### src/rtl/mem_arbiter.sv
// Round-robin arbiter in front of a dual-port DRAM: one write on port 1 or up to two reads per cycle.
// Optional MEM_ARB_BOUNDS_CHECK_EN adds address range checking with a resp_err flag.
module mem_arbiter #(
  parameter int NUM_CORES  = 4,
  parameter int ADDR_LIMIT = 1024
) (
  input  logic                    clk,
  input  logic                    rst_n,
  input  logic [NUM_CORES-1:0]    req_valid,
  input  logic [NUM_CORES-1:0]    req_we,
  input  logic [16*NUM_CORES-1:0] req_addr,
  input  logic [16*NUM_CORES-1:0] req_wdata,
  output logic [NUM_CORES-1:0]    req_ready,
  output logic [NUM_CORES-1:0]    resp_valid,
  output logic [16*NUM_CORES-1:0] resp_rdata,
`ifdef MEM_ARB_BOUNDS_CHECK_EN
  output logic [NUM_CORES-1:0]    resp_err,
`endif
  output logic                    mem_we_1,
  output logic [15:0]             mem_addr_1,
  output logic [15:0]             mem_wdata_1,
  input  logic [15:0]             mem_rdata_1,
  output logic                    mem_we_2,
  output logic [15:0]             mem_addr_2,
  output logic [15:0]             mem_wdata_2,
  input  logic [15:0]             mem_rdata_2
);

  localparam int IDX_W = (NUM_CORES > 1) ? $clog2(NUM_CORES) : 1;

  logic [15:0]          core_addr  [NUM_CORES];
  logic [15:0]          core_wdata [NUM_CORES];
  logic [NUM_CORES-1:0] in_range;
  logic [NUM_CORES-1:0] valid_g;

  logic [IDX_W-1:0] rr_ptr_reg, rr_ptr_next, last_idx;
  logic             tag1_valid_reg, tag2_valid_reg;
  logic [IDX_W-1:0] tag1_idx_reg, tag2_idx_reg;
`ifdef MEM_ARB_BOUNDS_CHECK_EN
  logic             tag1_err_reg, tag2_err_reg;
`endif

  logic             prim_found, prim_we, sec_found;
  logic [IDX_W-1:0] prim_idx, sec_idx;

  genvar gi;
  generate
    for (gi = 0; gi < NUM_CORES; gi++) begin : g_unpack
      assign core_addr[gi]  = req_addr[16*gi +: 16];
      assign core_wdata[gi] = req_wdata[16*gi +: 16];
`ifdef MEM_ARB_BOUNDS_CHECK_EN
      assign in_range[gi] = {16'd0, core_addr[gi]} <= 32'(ADDR_LIMIT);
`else
      assign in_range[gi] = 1'b1;
`endif
    end
  endgenerate

  // No grants while reset is asserted, so req_ready and the DRAM controls read as zero.
  assign valid_g = rst_n ? req_valid : '0;

  always_comb begin
    prim_found = 1'b0;
    prim_we    = 1'b0;
    prim_idx   = '0;
    sec_found  = 1'b0;
    sec_idx    = '0;
    for (int k = 0; k < NUM_CORES; k++) begin
      int               c;
      logic [IDX_W-1:0] cidx;
      c = int'(rr_ptr_reg) + k;
      if (c >= NUM_CORES) c = c - NUM_CORES;
      cidx = IDX_W'(c);
      if (!prim_found) begin
        if (valid_g[cidx]) begin
          prim_found = 1'b1;
          prim_idx   = cidx;
          prim_we    = req_we[cidx];
        end
      end else if (!prim_we && !sec_found && valid_g[cidx] && !req_we[cidx]) begin
        sec_found = 1'b1;
        sec_idx   = cidx;
      end
    end
  end

  always_comb begin
    req_ready   = '0;
    mem_we_1    = 1'b0;
    mem_addr_1  = '0;
    mem_wdata_1 = '0;
    mem_addr_2  = '0;
    if (prim_found) begin
      req_ready[prim_idx] = 1'b1;
      if (in_range[prim_idx]) begin
        mem_addr_1 = core_addr[prim_idx];
        mem_we_1   = prim_we;
        if (prim_we) mem_wdata_1 = core_wdata[prim_idx];
      end
    end
    if (sec_found) begin
      req_ready[sec_idx] = 1'b1;
      if (in_range[sec_idx]) mem_addr_2 = core_addr[sec_idx];
    end
  end

  assign mem_we_2    = 1'b0;
  assign mem_wdata_2 = '0;

  assign last_idx    = sec_found ? sec_idx : prim_idx;
  assign rr_ptr_next = (int'(last_idx) == NUM_CORES - 1) ? '0 : last_idx + 1'b1;

  always_ff @(posedge clk or negedge rst_n) begin
    if (!rst_n) begin
      rr_ptr_reg     <= '0;
      tag1_valid_reg <= 1'b0;
      tag1_idx_reg   <= '0;
      tag2_valid_reg <= 1'b0;
      tag2_idx_reg   <= '0;
`ifdef MEM_ARB_BOUNDS_CHECK_EN
      tag1_err_reg   <= 1'b0;
      tag2_err_reg   <= 1'b0;
`endif
    end else begin
      if (prim_found) rr_ptr_reg <= rr_ptr_next;
      tag1_valid_reg <= prim_found && !prim_we;
      tag1_idx_reg   <= prim_idx;
      tag2_valid_reg <= sec_found;
      tag2_idx_reg   <= sec_idx;
`ifdef MEM_ARB_BOUNDS_CHECK_EN
      tag1_err_reg   <= !in_range[prim_idx];
      tag2_err_reg   <= !in_range[sec_idx];
`endif
    end
  end

  generate
    for (gi = 0; gi < NUM_CORES; gi++) begin : g_resp
      logic hit1, hit2;
      assign hit1 = tag1_valid_reg && (tag1_idx_reg == IDX_W'(gi));
      assign hit2 = tag2_valid_reg && (tag2_idx_reg == IDX_W'(gi));
      assign resp_valid[gi] = hit1 || hit2;
`ifdef MEM_ARB_BOUNDS_CHECK_EN
      assign resp_err[gi] = (hit1 && tag1_err_reg) || (hit2 && tag2_err_reg);
      assign resp_rdata[16*gi +: 16] = (hit1 ? tag1_err_reg : tag2_err_reg) ? 16'hDEAD
                                     : (hit1 ? mem_rdata_1 : mem_rdata_2);
`else
      assign resp_rdata[16*gi +: 16] = hit1 ? mem_rdata_1 : mem_rdata_2;
`endif
    end
  endgenerate

endmodule
### config.mk
export PLATFORM = sky130hd
export DESIGN_NAME = mem_arbiter
export DESIGN_NICKNAME = d
export VERILOG_FILES = /design/src/rtl/mem_arbiter.sv
export SDC_FILE = /design/constraint.sdc
export NUM_CORES = 1
export LEC_CHECK = 0
export ABC_AREA = 1
export CAP_MARGIN = 25
export CORE_ASPECT_RATIO = 0.9
export CORE_MARGIN = 10
export CORE_UTILIZATION = 34
export CTS_BUF_LIST = sky130_fd_sc_hd__clkbuf_8
export CTS_CLUSTER_SIZE = 25
export DETAILED_ROUTE_END_ITERATION = 8
export GPL_TIMING_DRIVEN = 0
export PLACE_DENSITY = 0.84
export SLEW_MARGIN = 20
export SYNTH_ARGS = -nofsm -noshare
export SYNTH_HDL_FRONTEND = slang
export SYNTH_SLANG_ARGS = --single-unit
### constraint.sdc
create_clock -name clk -period 3.4 [get_ports clk]
set_input_delay 0.68 -clock clk [delete_from_list [all_inputs] [get_ports clk]]
set_output_delay 0.68 -clock clk [all_outputs]
set_load 0.03 [all_outputs]
==> results of run 1 <==
-- final cells by class --
cell class	instances	area, µm²	area share [%]
plain buffers	53	472	5.88
clock buffers	3	41.3	0.515
inverters	77	322	4.01
multi-input cells	564	3320	41.4
flip-flops and latches	8	201	2.51
well taps	129	161	2.01
repair buffers	362	3500	43.7
-- per-stage QoR --
stage / setup slack, ps / TNS [ps] / cell area [µm²] / hold WS (ps)
final: -183 / -946 / 8020 / 385
after global routing: -234 / -3710 / 8020 / 389
after floorplan: 134 / 0 / 3690 / 384
after CTS: 3.62 / 0 / 7440 / 261
after global placement: -1510 / -64750 / 6750 / 689
after detailed placement: -1470 / -65630 / 6750 / 701
-- path summary, 6_finish.rpt --
path	from	endpoint	slack (ps)
min	rst_n	rr_ptr_reg[0]	390
min reg2reg	rr_ptr_reg[1]	rr_ptr_reg[1]	860
min in group clk	rr_ptr_reg[1]	rr_ptr_reg[1]	860
max	req_we[2]	mem_addr_2[4]	-180
max reg2reg	rr_ptr_reg[0]	rr_ptr_reg[1]	1040
max in group asynchronous	rst_n	rr_ptr_reg[0]	2880
-- cells by family (layout without fill, tap and decap cells) --
family / count (synthesis) / count (layout) / share of synthesized area (%)
AND/OR/NAND/NOR: 409 / 409 / 54.3
flip-flops: 8 / 8 / 5.52
other: 1 / 17 / 0.103
AO/OA/AOI/OAI: 137 / 137 / 20.6
multiplexers: 1 / 1 / 0.276
buffers and inverters: 131 / 495 / 19.2
-- critical path: stages --
cell and delay (ps):
dlygate4sd2_1 240, nand2_1 80, o21ai_2 80, nand2_1 80, nand2_2 90, nand3_2 100, nand2_4 90, inv_2 90
nand2_2 80, nor2_4 180, nand2_4 100, nand2_4 100, nand2_8 100, buf_8 150, nand2_1 60, nand2_1 50
nand2_1 50, nand2_1 130, nor2_1 180, buf_4 190
-- routing by layer --
layer / vias up / part of all wire [%] / GRT usage (%)
li1: 2955 / - / -
met1: 3018 / 32 / 28.9
met2: 530 / 49 / 51.2
met3: 120 / 13 / 10.4
met5: - / 0.051 / 0
met4: 2 / 5.8 / 11.1
-- repair_timing --
item                                    CTS  global route
pin swaps                                57            70
endpoints found under the setup margin   53            53
buffers inserted                         37            23
gates resized for setup                 418           126
hold buffers                              0             0
cloned                                   10             3
-- layout by cell type (no fill, tap or decap), types with 14 or more instances in the layout --
| cell | netlist | final |
|---|---|---|
| buf_4 | 22 | 101 |
| buf_6 | 15 | 31 |
| clkdlybuf4s50_1 | 0 | 228 |
| conb_1 | 1 | 17 |
| inv_1 | 65 | 61 |
| nand2_1 | 250 | 223 |
| nand2_2 | 15 | 26 |
| nand2_4 | 11 | 22 |
| nand3_1 | 37 | 24 |
| nand3b_1 | 23 | 23 |
| nor2_1 | 42 | 32 |
| nor3_2 | 11 | 14 |
| o21ai_0 | 86 | 83 |
==> metrics.md, run 1 <==
| Metric | Value |
|---|---|
| Final core utilization | `77.6%` |
| Initial antenna violation count | `1` |
| Nets | `1239` |
| RSZ-0062 raised after global routing | `true` |
| First-pass GRT wire length | `34800 µm` |
| Die Ht | `118 µm` |
| Largest area contributor in the netlist | `nand2_1` |
| Flops & latches, synth | `8` |
| HPWL Detailed | `17800 µm` |
| Library cells used by synthesis | `33` |
| Max FO, Critical Path | `7` |
| DRC | `0` |
| Depth of the most critical reg-to-reg path | `19` |
| All-Layer GR Usage | `28.4%` |
| Drt initial violations | `504` |
| # IOs | `308` |
| Crit path DAT | `2900 ps` |
| Clock latency at the later pin of the worst-skew pair | `230 ps` |
| Cell Area, Synth | `3630 µm²` |
| Max-slew headroom | `64.0%` |
| Full die area | `15200 µm²` |
| Hold Path Class | `primary input to async pin` |
| Hold Vio Cnt, Final | `0` |
| WP data required | `2720 ps` |
| Total gr overflow | `0` |
| DRT Wirelength | `25500 µm` |
| Clk root buf | `clkbuf_8` |
| CTS buffer count | `3` |
| Layout Cells excl Fill | `1196` |
| Post-detailed-route count of antenna-violating nets | `0` |
| Asr flop ratio synth | `100%` |
| Initial Util | `35.1%` |
| Synth cell count leaders | `nand2_1, o21ai_0, inv_1` |
| Top cells by area, synth | `nand2_1, o21ai_0, inv_1, dfrtp_1, nand3_1` |
| Area Growth Syn to Fin | `121%` |
| Most frequent cell after synthesis | `nand2_1` |
| Die Wd | `129 µm` |
| Drt wl/cell | `21.3 µm` |
| Type of origin of the critical path | `primary input` |
| Worst-path clk slew | `40 ps` |
| Drt pass-1 iters | `5` |
| # placed instances | `1122` |
| Failing checks | `setup timing` |
| Sequential share of the synthesized area | `5.52%` |
| CTS Buffer Depth | `2` |
| Sink Count | `8` |
| Core Region | `10300 µm²` |
| Htree depth | `1` |
| Post-Syn Area per Cell | `5.28 µm²` |
| Layout cells sized above 1 | `29.4%` |
| Filler cell count in the final layout | `757` |
| Vias/cell | `5.54` |
| Max Clock Skew | `0.191 ps` |
| Ant. Diodes | `0` |
| Crit share post-route | `105%` |
| Setup-violating endpoint count in the final report | `19` |
| Cells after Synth | `687` |
| Total of max-cap violations | `0` |
| Tightest Pin Transition | `541 ps` |
| GP Congestion | `0.974` |
| Slew Viols, Final | `0` |
| CP endpoint kind | `output pin` |
| Port buffer count | `290` |
| Largest net degree at the start of global routing | `15` |
| Ys Warns | `0` |
| Crit Path Category | `primary input to output pin` |
| Via Count | `6625` |
| Minimum clock period | `3580 ps` |
| Vias in the first global route | `6090` |
| Num rows | `35` |
| Outcome | `complete, but fails checks` |
| EDFF count, synth | `0` |
| Highest clock rate | `279 MHz` |
| TritonCTS clock tree | `built` |
| Final WS setup | `-183 ps` |
| Share of the synthesized area in the top cell type | `25.9%` |
| Main synth FF type | `dfrtp_1` |
Power of run 1 is left out: the tool's default activity adds up to more than one toggle a clock period on the data nets, which glitch-free logic cannot reach.
==> inputs of run 2 (changes only) <==
--- a/config.mk
+++ b/config.mk
@@ -7,14 +7,13 @@
 export LEC_CHECK = 0
 export ABC_AREA = 1
 export CAP_MARGIN = 25
-export CORE_ASPECT_RATIO = 0.9
-export CORE_MARGIN = 10
-export CORE_UTILIZATION = 34
+export CORE_AREA = 5 5 116 118
 export CTS_BUF_LIST = sky130_fd_sc_hd__clkbuf_8
 export CTS_CLUSTER_SIZE = 25
 export DETAILED_ROUTE_END_ITERATION = 8
+export DIE_AREA = 0 0 121 123
 export GPL_TIMING_DRIVEN = 0
-export PLACE_DENSITY = 0.84
+export PLACE_DENSITY = 0.75
 export SLEW_MARGIN = 20
 export SYNTH_ARGS = -nofsm -noshare
 export SYNTH_HDL_FRONTEND = slang
==> run 2 against run 1 <==
Effect of this change:
- the run now ends clean
- final cell count up 1.8%
- setup slack better by 210 ps
- clock skew increased by 8.3 ps
==> metrics.md, run 2 (same netlist as run 1, synthesis figures left out) <==
| Metric | Value |
|---|---|
| Outcome | `finished clean` |
| Initial Util | `29.3%` |
| Core Region | `12400 µm²` |
| Full die area | `14900 µm²` |
| Area Growth Syn to Fin | `112%` |
| Drt pass-1 iters | `6` |
| Crit path DAT | `2700 ps` |
| Hold-fix buffers at CTS | `0` |
| Initial antenna violation count | `0` |
| Num rows | `41` |
| Vias/cell | `4.90` |
| Crit Path Category | `register to output pin` |
| Htree depth | `1` |
| Commonest non-fill, non-tap cell in the layout | `clkdlybuf4s50_1` |
| Die Ht | `123 µm` |
| Hold Path Class | `primary input to async pin` |
| Final WS setup | `23.4 ps` |
| Total gr overflow | `0` |
| R2R Setup Slk | `1000 ps` |
| Nets | `1218` |
| Slowest stage delay, CP | `410 ps` |
| Setup-violating endpoint count in the final report | `0` |
| All-Layer GR Usage | `25.1%` |
| Minimum clock period | `3380 ps` |
| Setup slack at placement | `-1420 ps` |
| Filler cell count in the final layout | `1179` |
| Slew Viols, Final | `0` |
| Max-slew headroom | `64.2%` |
| GP Congestion | `0.881` |
| Post-detailed-route count of antenna-violating nets | `0` |
| RSZ-0062 raised after global routing | `true` |
| Most frequent cells in the layout | `clkdlybuf4s50_1, nand2_1, o21ai_0, buf_4, inv_1` |
| CTS buffer count | `3` |
| Setup TNS | `0 ps` |
| Ant. Diodes | `0` |
| CP endpoint kind | `output pin` |
| DRC | `0` |
| Type of origin of the critical path | `register` |
| TritonCTS clock tree | `built` |
| Max Clock Skew | `8.47 ps` |
| First-pass GRT wire length | `29900 µm` |
| HPWL Detailed | `15800 µm` |
| CTS Buffer Depth | `2` |
| # IOs | `308` |
| Layout Cells excl Fill | `1218` |
| Via Count | `5963` |
| DRT Wirelength | `20900 µm` |
| Layout cells sized above 1 | `27.3%` |
| Vias in the first global route | `5734` |
| Highest clock rate | `296 MHz` |
| Tightest Pin Transition | `537 ps` |
| Die Wd | `121 µm` |
| Clock latency at the later pin of the worst-skew pair | `240 ps` |
| Total of max-cap violations | `0` |
| Worst-path clk slew | `50 ps` |
| Clk root buf | `clkbuf_8` |
| Largest net degree at the start of global routing | `15` |
| Port buffer count | `290` |
| Hold Vio Cnt, Final | `0` |
| Final core utilization | `62.1%` |
| Crit share post-route | `99.3%` |
| CP max-delay cell | `dfrtp_1` |
| # placed instances | `1165` |
| WP data required | `2720 ps` |
| CP Cell Sequence | `buf_4, nand2_2, nand2_4, buf_4, nand2_1, nand2_2, nor2_2, nand3_2, nand2_2, nor2_4, nor2_4, inv_4, nand2_8, nor2_4, buf_6, nand2_2, nand3_2, nor2_1, buf_4` |
| Sink Count | `8` |
| Max FO, Critical Path | `7` |
| Drt wl/cell | `17.2 µm` |
| Crit-path most repeated cell | `nand2_2` |
| Drt initial violations | `312` |
==> run 2: cell count changes in the layout (fill, tap and decap cells not counted), sizes merged <==
cell           delta
clkbuf            -1
dlygate4sd2       -2
clkdlybuf4s15     +4
buf              -21
bufbuf            -1
==> run 2: final timing paths <==
path,from,endpoint,depth (start not counted)
setup reg to reg,rr_ptr_reg[0],rr_ptr_reg[1],17
min in group clk,rr_ptr_reg[1],rr_ptr_reg[1],5
hold reg to reg,rr_ptr_reg[1],rr_ptr_reg[1],5
hold / removal,rst_n,tag2_idx_reg[0],2
setup / recovery,rr_ptr_reg[0],mem_addr_2[6],19
max in group asynchronous,rst_n,tag1_idx_reg[0],2
==> run 2: routing by layer <==
layer,vias to the layer above,track usage [%],share of wire (%)
met2,326,46.0,50
li1,2915,-,-
met5,-,0,0
met3,59,7.91,11
met4,0,10.9,3.9
met1,2663,26.3,35
==> run 2: final cells by class <==
cell class,instances,area [µm²],area share (%)
Multi-Input combinational cell,564,3180,41.4
Tap cell,172,215,2.80
Timing Repair Buffer,340,3230,42.0
Buffer,54,492,6.40
Clock buffer,3,41.3,0.538
Sequential cell,8,200,2.61
Inverter,77,324,4.22
==> run 2: per-stage QoR <==
stage | hold slack, ps | area [µm²]
after floorplan | 384 | 3690
after global placement | 688 | 6810
after detailed placement | 692 | 6810
after CTS | 254 | 7290
after global routing | 344 | 7680
final | 343 | 7680
==> run 2: worst max-delay path, delay by kind of cell (launching register included) <==
family,cells,cell delay [ps]
buf+inv,5,710
flops,1,410
simple gates,14,1330
==> run 2: what timing repair did <==
action	4_1_cts	5_1_grt
pin swaps	37	56
gates cloned	5	1
gates resized for setup	388	99
setup endpoints to repair	53	53
setup buffers	25	19
Power of run 2 is left out for the same reason.
